**src/rtl/stopwatch_pkg.sv**
```systemverilog
// Shared types and BCD time helpers for the stopwatch time-keeping stage.
package stopwatch_pkg;

    typedef enum logic [1:0] {
        IDLE  = 2'd0,
        RUN   = 2'd1,
        PAUSE = 2'd2,
        LAP   = 2'd3
    } sw_state_t;

    typedef logic [3:0] bcd_t;

    typedef struct packed {
        bcd_t mt;
        bcd_t mo;
        bcd_t st;
        bcd_t so;
    } sw_time_t;

    localparam sw_time_t TIME_ZERO = '0;

    // True when the count sits at the last representable value max_min:59.
    function automatic logic time_is_max(sw_time_t t, int unsigned max_min);
        return (t.mt == 4'(max_min / 10)) && (t.mo == 4'(max_min % 10)) &&
               (t.st == 4'd5) && (t.so == 4'd9);
    endfunction

    // One-second BCD increment with carries; wrap at the top is handled by the caller.
    function automatic sw_time_t time_inc(sw_time_t t);
        sw_time_t r;
        r = t;
        if (t.so != 4'd9) begin
            r.so = t.so + 4'd1;
        end else begin
            r.so = 4'd0;
            if (t.st != 4'd5) begin
                r.st = t.st + 4'd1;
            end else begin
                r.st = 4'd0;
                if (t.mo != 4'd9) begin
                    r.mo = t.mo + 4'd1;
                end else begin
                    r.mo = 4'd0;
                    r.mt = t.mt + 4'd1;
                end
            end
        end
        return r;
    endfunction

endpackage

```
**src/rtl/button_conditioner.sv**
```systemverilog
// Raw pushbutton -> 2-FF sync -> debounce -> one-cycle press pulse on accepted 0->1.
module button_conditioner #(
    parameter int unsigned DEBOUNCE_CYCLES = 1_000_000
) (
    input  logic clk_in,
    input  logic reset_n,
    input  logic btn_i,
    output logic press_o
);

    localparam int unsigned CNT_W = (DEBOUNCE_CYCLES > 1) ? $clog2(DEBOUNCE_CYCLES) : 1;
    localparam logic [CNT_W-1:0] CNT_LAST = CNT_W'(DEBOUNCE_CYCLES - 1);

    logic             sync1_q, sync2_q;
    logic             level_q, level_d;
    logic             press_q, press_d;
    logic [CNT_W-1:0] cnt_q, cnt_d;

    // Count consecutive samples that disagree with the accepted level; accept on the Nth.
    always_comb begin
        level_d = level_q;
        press_d = 1'b0;
        cnt_d   = '0;
        if (sync2_q != level_q) begin
            if (cnt_q == CNT_LAST) begin
                level_d = sync2_q;
                press_d = sync2_q;
            end else begin
                cnt_d = cnt_q + CNT_W'(1);
            end
        end
    end

    // Synchronizer, debounce state and registered press pulse.
    always_ff @(posedge clk_in or negedge reset_n) begin
        if (!reset_n) begin
            sync1_q <= 1'b0;
            sync2_q <= 1'b0;
            level_q <= 1'b0;
            press_q <= 1'b0;
            cnt_q   <= '0;
        end else begin
            sync1_q <= btn_i;
            sync2_q <= sync1_q;
            level_q <= level_d;
            press_q <= press_d;
            cnt_q   <= cnt_d;
        end
    end

    assign press_o = press_q;

endmodule

```
**src/rtl/stopwatch_core.sv**
```systemverilog
// BCD MM:SS stopwatch: 1 Hz tick detect, start/stop/lap/clear FSM, display select.
module stopwatch_core
    import stopwatch_pkg::*;
#(
    parameter int unsigned DEBOUNCE_CYCLES = 1_000_000,
    parameter int unsigned MAX_MIN         = 59
) (
    input  logic       clk_in,
    input  logic       reset_n,
    input  logic       tick_clk,
    input  logic       btn_start_stop,
    input  logic       btn_lap,
    input  logic       btn_clear,
    output logic       stop,
    output logic       running,
    output logic       lap_active,
    output logic [3:0] sec_ones,
    output logic [3:0] sec_tens,
    output logic [3:0] min_ones,
    output logic [3:0] min_tens,
    output logic       rollover
);

    logic      tick_s1_q, tick_s2_q, tick_s3_q;
    logic      tick_c;
    logic      p_ss, p_lap, p_clr;
    logic      ev_ss, ev_lap, ev_clr;

    sw_state_t state_q, state_d;
    sw_time_t  live_q, live_d;
    sw_time_t  frozen_q, frozen_d;
    sw_time_t  disp_q, disp_d;
    logic      stop_q, stop_d;
    logic      running_q, running_d;
    logic      lap_q, lap_d;
    logic      roll_q, roll_d;

    button_conditioner #(.DEBOUNCE_CYCLES(DEBOUNCE_CYCLES)) u_btn_ss (
        .clk_in (clk_in),
        .reset_n(reset_n),
        .btn_i  (btn_start_stop),
        .press_o(p_ss)
    );

    button_conditioner #(.DEBOUNCE_CYCLES(DEBOUNCE_CYCLES)) u_btn_lap (
        .clk_in (clk_in),
        .reset_n(reset_n),
        .btn_i  (btn_lap),
        .press_o(p_lap)
    );

    button_conditioner #(.DEBOUNCE_CYCLES(DEBOUNCE_CYCLES)) u_btn_clr (
        .clk_in (clk_in),
        .reset_n(reset_n),
        .btn_i  (btn_clear),
        .press_o(p_clr)
    );

    // Synchronize the 1 Hz level and keep one extra stage for rising-edge detection.
    always_ff @(posedge clk_in or negedge reset_n) begin
        if (!reset_n) begin
            tick_s1_q <= 1'b0;
            tick_s2_q <= 1'b0;
            tick_s3_q <= 1'b0;
        end else begin
            tick_s1_q <= tick_clk;
            tick_s2_q <= tick_s1_q;
            tick_s3_q <= tick_s2_q;
        end
    end

    assign tick_c = tick_s2_q & ~tick_s3_q;

    // One event per cycle: clear beats start_stop beats lap.
    assign ev_clr = p_clr;
    assign ev_ss  = p_ss & ~p_clr;
    assign ev_lap = p_lap & ~p_ss & ~p_clr;

    // Next state, counter update and registered output values.
    always_comb begin
        state_d  = state_q;
        live_d   = live_q;
        frozen_d = frozen_q;
        roll_d   = 1'b0;

        if (tick_c && (state_q == RUN || state_q == LAP)) begin
            if (time_is_max(live_q, MAX_MIN)) begin
                live_d = TIME_ZERO;
                roll_d = 1'b1;
            end else begin
                live_d = time_inc(live_q);
            end
        end

        case (state_q)
            IDLE: begin
                if (ev_ss) state_d = RUN;
            end
            RUN: begin
                if (ev_ss) begin
                    state_d = PAUSE;
                end else if (ev_lap) begin
                    state_d  = LAP;
                    frozen_d = live_q;
                end
            end
            LAP: begin
                if (ev_ss) begin
                    state_d = PAUSE;
                end else if (ev_lap) begin
                    state_d = RUN;
                end
            end
            PAUSE: begin
                if (ev_clr) begin
                    state_d  = IDLE;
                    live_d   = TIME_ZERO;
                    frozen_d = TIME_ZERO;
                end else if (ev_ss) begin
                    state_d = RUN;
                end
            end
            default: state_d = IDLE;
        endcase

        disp_d    = (state_d == LAP) ? frozen_d : live_d;
        stop_d    = (state_d == IDLE) || (state_d == PAUSE);
        running_d = (state_d == RUN) || (state_d == LAP);
        lap_d     = (state_d == LAP);
    end

    // State, counts and output registers.
    always_ff @(posedge clk_in or negedge reset_n) begin
        if (!reset_n) begin
            state_q   <= IDLE;
            live_q    <= TIME_ZERO;
            frozen_q  <= TIME_ZERO;
            disp_q    <= TIME_ZERO;
            stop_q    <= 1'b1;
            running_q <= 1'b0;
            lap_q     <= 1'b0;
            roll_q    <= 1'b0;
        end else begin
            state_q   <= state_d;
            live_q    <= live_d;
            frozen_q  <= frozen_d;
            disp_q    <= disp_d;
            stop_q    <= stop_d;
            running_q <= running_d;
            lap_q     <= lap_d;
            roll_q    <= roll_d;
        end
    end

    assign stop       = stop_q;
    assign running    = running_q;
    assign lap_active = lap_q;
    assign sec_ones   = disp_q.so;
    assign sec_tens   = disp_q.st;
    assign min_ones   = disp_q.mo;
    assign min_tens   = disp_q.mt;
    assign rollover   = roll_q;

endmodule
```
**config.mk**
```make
export PLATFORM = sky130hd
export DESIGN_NAME = stopwatch_core
export DESIGN_NICKNAME = d
export VERILOG_FILES = /design/src/rtl/stopwatch_pkg.sv /design/src/rtl/button_conditioner.sv /design/src/rtl/stopwatch_core.sv
export SDC_FILE = /design/constraint.sdc
export NUM_CORES = 1
export LEC_CHECK = 0
export CAP_MARGIN = 5
export CORE_MARGIN = 2
export CORE_UTILIZATION = 50
export DETAILED_ROUTE_END_ITERATION = 12
export GPL_TIMING_DRIVEN = 0
export PLACE_DENSITY = 0.67
export SYNTH_ARGS = -nofsm -noshare
export SYNTH_HDL_FRONTEND = slang
export SYNTH_SLANG_ARGS = --single-unit
```
**constraint.sdc**
```tcl
create_clock -name clk_in -period 5.22 [get_ports clk_in]
set_clock_uncertainty 0.05 [all_clocks]
set_input_delay 1.305 -clock clk_in [delete_from_list [all_inputs] [get_ports clk_in]]
set_output_delay 1.305 -clock clk_in [all_outputs]
set_load 0.005 [all_outputs]
```
# Yosys cells after proc, flatten, opt, wreduce, memory -nomap -nowiden
# Index checks and enable logic that the tools add are counted.
# Widths: inputs -> output; s select.
# word_totals
register_bits	129
inputBits	6
out_inout_bits	20
elab_cells	116
# op_classes
add_sub_neg	7
eq_ne	19
muxes	36
n_bitwise	7
reduce_logical	12
# ops
cell	n
$mux 16	8
$mux 20	6
$add 20x1->20 const B	3
$eq 20x20->1 const B	3
$pmux 16 s2	1
$add 4x1->4 const B	4
$mux 4	4
$mux 12	1
$mux 2	6
$eq 2x2->1 const B	4
$eq 4x3->1 const B	2
$eq 4x4->1 const B	2
$mux 1	8
$mux 8	1
$ne 4x4->1 const B	2
$pmux 2 s4	1
$reduce_and 2->1	3
$and 1x1->1	4
$eq 2x1->1 const B	2
$logic_and 1x1->1	4
$logic_not 2->1	2
$ne 4x3->1 const B	1
$logic_or 1x1->1	3
$ne 1x1->1	3
$not 1->1	3

# Depth between registers and ports, before layout
# Gate-level depths: netlist of the first run.
# logic_depth
ltp_word	9
ltp_mapped	8
mapped_depth_nobuf	7

# Hierarchy
# A second synthesis of the first run with hierarchy kept.
# unflattened
cells_unflattened	543
area_unflattened_um2	6190.9
# modules_own_cells
module	instances	cells_per_inst	area_each_um2	seq_area_each_um2
stopwatch_core	1	220	2677.6	1427.6
button_conditioner at u_btn_clr ...	2	107	1184.9	600.6
button_conditioner at u_btn_lap	1	109	1143.6	600.6

# Worst setup path after synthesis of the first run
# No wires, ideal clock.
# synth_timing
path_kind	register to register
start	register state_q[1]
end	register disp_q, in the netlist min_tens[1]
setup_time_ns	0.064
arrival_ns	2.007
required_time_ns	5.106
setup_slack_ns	3.099
path_stages_with_launch	8
n_path_buf	0
synth_period_minus_slack_ns	2.121
cell_sequence	dfrtp_1 -> inv_1 -> ha_1 -> nor2_2 -> or3_4 -> or4_1 -> a21oi_1 -> mux2_4
# synth_lines
element	line	text
from (decl)	stopwatch_core.sv:29	sw_state_t state_q, state_d;
from (signal assigned)	stopwatch_core.sv:144	state_q <= state_d;
to (signal assigned)	stopwatch_core.sv:147	disp_q <= disp_d;
to (decl)	stopwatch_core.sv:32	sw_time_t disp_q, disp_d;

# Final worst setup path of the first run
# layout_timing
start	register stop_q, in the netlist stop
end	output stop
# layout_lines
element	line	text
from (decl)	stopwatch_core.sv:33	logic stop_q, stop_d;
from (signal assigned)	stopwatch_core.sv:148	stop_q <= stop_d;
to (decl)	stopwatch_core.sv:14	output logic stop,
# No word-level cell between the ends.

==> results.py, run 1 <==
metrics = {
    "outcome": {
        "outcome": "finished clean",
    },
    "routing": {
        "drc_errors": 0,
        "total_number_of_vias": 3917,
        "maxUsedRoutingLayer": "met4",
        "post_drt_wl_per_cell_um": 14.81,
        "wl_um": 10760,
        "drt-vias-per-instance": 5.388,
        "routed-wl-met3_um": 361,
        "drt-initial-drc-count": 236,
        "met1Wirelength_um": 5194,
        "drtPass1Iterations": 4,
        "detail-route-antenna-nets": 0,
        "met2_wirelength_um": 5087,
    },
    "min_path": {
        "hold_path.class": "register to register",
        "holdCritStartpoint": "u_btn_ss.sync1_q",
    },
    "placement": {
        "detailedPlace.worstSlack_ns": 2.846,
        "hpwl_um": 7043,
        "dp_cells": 695,
        "io_buffers": 25,
        "gp_weighted_congestion": 0.8132,
    },
    "run": {
        "drv.max_cap_violation_count": 0,
    },
    "timing": {
        "tightestPinTransition_ns": 0.9302,
        "rsz_0062_raised_after_global_routing": "no",
        "final.period_utilization_pct": 53.37,
        "slew_headroom_pct": 37.41,
        "final_max_slew_violation_count": 0,
        "final.hold.worst_slack_ns": 0.2969,
        "timing.final.crit_period_ns": 2.786,
        "final-hold-violation-count": 0,
        "fmax_mhz": 358.9,
        "final.setup.worst_slack_ns": 2.434,
        "final_setup_violation_count": 0,
    },
    "synthesis": {
        "synthesized_flop_and_latch_total": 129,
        "yosys-top-cells-area": "sky130_fd_sc_hd__dfrtp_1, sky130_fd_sc_hd__nor2_1, sky130_fd_sc_hd__xor2_1",
        "yosysSeqAreaShare_pct": 55.08,
        "synth.yosys.warnings": 0,
        "fraction_of_registers_with_async_set_reset_pct": 100.0,
        "yosysTopAreaCellShare_pct": 54.63,
        "synth_ff_type": "sky130_fd_sc_hd__dfrtp_1",
        "synth.cell_area_um2": 5863,
        "synthDistinctLibCells": 52,
        "synth_fp_nets": 547,
        "synth_edf_count": 0,
        "synth_top_cell_by_area": "sky130_fd_sc_hd__dfrtp_1",
        "netlist_instances": 526,
        "synth_area_per_cell_um2": 11.15,
    },
    "finish": {
        "synthToLayoutAreaGrowth_pct": 19.97,
        "layout.filler_cells": 903,
        "finish.cell_count_without_fillers": 727,
        "layout.nets": 592,
        "layout-drive-gt1-share_pct": 12.16,
        "mostFrequentLayoutCell": "sky130_fd_sc_hd__dfrtp_1",
        "insertedDiodeCount": 0,
        "post-route-util_pct": 61.60,
        "layout_common_cells": "sky130_fd_sc_hd__dfrtp_1, sky130_fd_sc_hd__nor2_1, sky130_fd_sc_hd__xor2_1",
    },
    "clock_network": {
        "number_of_gates_resized_after_cts": 0,
        "clock-root-buffer": "sky130_fd_sc_hd__clkbuf_16",
        "tritoncts.num_buffers": 17,
        "clock_sinks": 129,
        "hold_buffers": 0,
        "tritoncts": "yes",
        "clock_latency_ns": 0.42,
        "clockBufferDepth": 2,
        "number_of_setup_buffers_added_after_cts": 0,
        "cts_htree_levels": 4,
        "clkTransAtPathRegs_ns": 0.05,
    },
    "floorplan": {
        "coreArea_um2": 11420,
        "design.portCount": 26,
        "die-width_um": 112.3,
        "floorplan.initialDensity_pct": 51.35,
        "die_area_um2": 12610,
        "placement_rows": 39,
        "die_height_um": 112.3,
    },
    "setup_path": {
        "rr_endpoint": "sec_tens[1]",
        "timing.critical_path.arrival_ns": 1.43,
        "endpoint_class_of_the_critical_path": "output port",
        "critical_path_cell_count": 1,
        "worst_r2r_startpoint": "u_btn_clr.press_o",
        "ff2ff_setup_slack_ns": 2.82,
        "cp_top_family": "flip-flops",
        "worstSetupPathType": "register to output port",
        "critical_path.endpoint": "stop",
        "critical_path.cell_chain": "clkdlybuf4s50_1",
        "r2r_cells": 5,
        "crit_slowest_cell": "sky130_fd_sc_hd__dfstp_2",
        "crit_fanout": 1,
        "setup.worst_path.start": "stop",
        "critical_path.n_buffers_inverters": 1,
        "startpoint_type": "register",
        "critical-path-max-stage-delay_ns": 0.52,
        "required_ns": 3.87,
    },
    "power": {
        "power_density_nw_per_um2": 354.4,
        "vdd_ir_drop_max_mv": 0.2919,
        "leakage_nw": 3.268,
        "power_w": 0.002493,
    },
    "global_routing": {
        "gr-total-overflow": 0,
        "number_of_antenna_violations_at_the_first_check_in_global_routing": 0,
        "grt_max_degree": 78,
        "wire_length_of_the_first_global_routing_pass_um": 18570,
        "first_global_vias": 3945,
        "track_usage_pct": 18.62,
    },
}
[worst min path at each step]
stage,cells past startpoint,slack (ns),end
2_1_floorplan,0,0.28,tick_s2_q
3_3_place_gp,0,0.28,tick_s2_q
3_5_place_dp,0,0.29,u_btn_ss.sync2_q
4_1_cts,0,0.30,u_btn_ss.sync2_q
5_1_grt,0,0.30,u_btn_clr.sync2_q
6_report,0,0.30,u_btn_ss.sync2_q
[worst register-to-register path, cell delays in order (launching register included)]
cell                       delay (ns)
sky130_fd_sc_hd__dfrtp_1         0.43
sky130_fd_sc_hd__or3b_4          0.45
sky130_fd_sc_hd__nor2_1          0.45
sky130_fd_sc_hd__clkbuf_1        0.53
sky130_fd_sc_hd__a22o_1          0.26
sky130_fd_sc_hd__mux2_2          0.17
[stage by stage]
step / setup TNS [ns] / area, µm²
after floorplan: 0 / 5863
after global placement: -271.85 / 6292
after detailed placement: 0 / 6321
after CTS: 0 / 7034
after global routing: 0 / 7034
final: 0 / 7034
[where the power goes]
| part | internal [W] | switching [W] |
|---|---|---|
| Sequential | 0.00101 | 0.00000757 |
| Clock | 0.000989 | 0.000440 |
| Combinational | 0.0000137 | 0.0000326 |
| Total | 0.00201 | 0.000480 |
[sequential cells by signal (all words and copies together) (netlist names), 2 cells and up]
register,cells
min_ones,4
min_tens,4
sec_ones,4
live_q,16
u_btn_lap.cnt_q,20
sec_tens,4
u_btn_clr.cnt_q,20
frozen_q,16
u_btn_ss.cnt_q,20
state_q,2
[Yosys cell counts (7+ instances only)]
cell type                  number
sky130_fd_sc_hd__a21oi_1       10
sky130_fd_sc_hd__a22o_1        16
sky130_fd_sc_hd__and3_1        16
sky130_fd_sc_hd__clkbuf_1       8
sky130_fd_sc_hd__dfrtp_1      128
sky130_fd_sc_hd__ha_1          15
sky130_fd_sc_hd__inv_1         15
sky130_fd_sc_hd__mux2_2        11
sky130_fd_sc_hd__mux2_4         9
sky130_fd_sc_hd__nand2_1       32
sky130_fd_sc_hd__nand3_1       27
sky130_fd_sc_hd__nand4_1       11
sky130_fd_sc_hd__nor2_1        83
sky130_fd_sc_hd__nor3_1         7
sky130_fd_sc_hd__nor4_1         8
sky130_fd_sc_hd__o21ai_0       10
sky130_fd_sc_hd__xnor2_1       24
sky130_fd_sc_hd__xor2_1        33
[layer usage]
metal / vias to the layer above / global-route usage, %
met4: 0 / 5.935
met2: 51 / 29.24
met3: 12 / 6.425
met1: 1947 / 24.59
met5: - / 0
li1: 1907 / -
[logic make-up (layout without fill, tap and decap cells)]
family | after synthesis | in the layout | share of synthesized area (%)
AO/OA/AOI/OAI | 47 | 47 | 6.082
XOR/XNOR | 57 | 57 | 8.515
adder cells (fa/ha/maj) | 15 | 15 | 3.201
multiplexers | 24 | 24 | 5.100
AND/OR/NAND/NOR | 226 | 226 | 20.04
buffers and inverters | 28 | 86 | 1.984
flip-flops | 129 | 129 | 55.08
[final cells by class]
class                   instances  area (µm²)  area share [%]
clock buffers                  17       425.4           6.048
multi-input cells             369        2517           35.79
clock inverters                15       287.8           4.091
plain buffers                  13       60.06          0.8538
inverters                      15       56.30          0.8004
flip-flops and latches        129        3229           45.91
well taps                     143       178.9           2.544
repair buffers                 26       279.0           3.967
Note: power is estimated with default switching activity, not from simulation.
==> run 2: changes to the inputs <==
- clock period: 5.22 -> 2.6 ns (I/O delays scaled with it)
==> results of run 2 <==
The final DEF is identical to that of run 1. Status: finished clean.
Among the figures that moved: setup slack after placement 2.846 ns -> 0.2256 ns; clock-pin slew on the worst setup and hold paths 0.05 ns -> 0.06 ns; setup slack after layout 2.434 ns -> 0.1999 ns; hold slack 0.2969 ns -> 0.1178 ns; start point of the critical path stop -> u_btn_clr.press_o; end point of the critical path stop -> sec_tens[1]; register-to-register setup slack 2.82 ns -> 0.20 ns; total power 0.002493 W -> 0.005005 W; worst IR drop on VDD 0.2919 mV -> 0.5859 mV
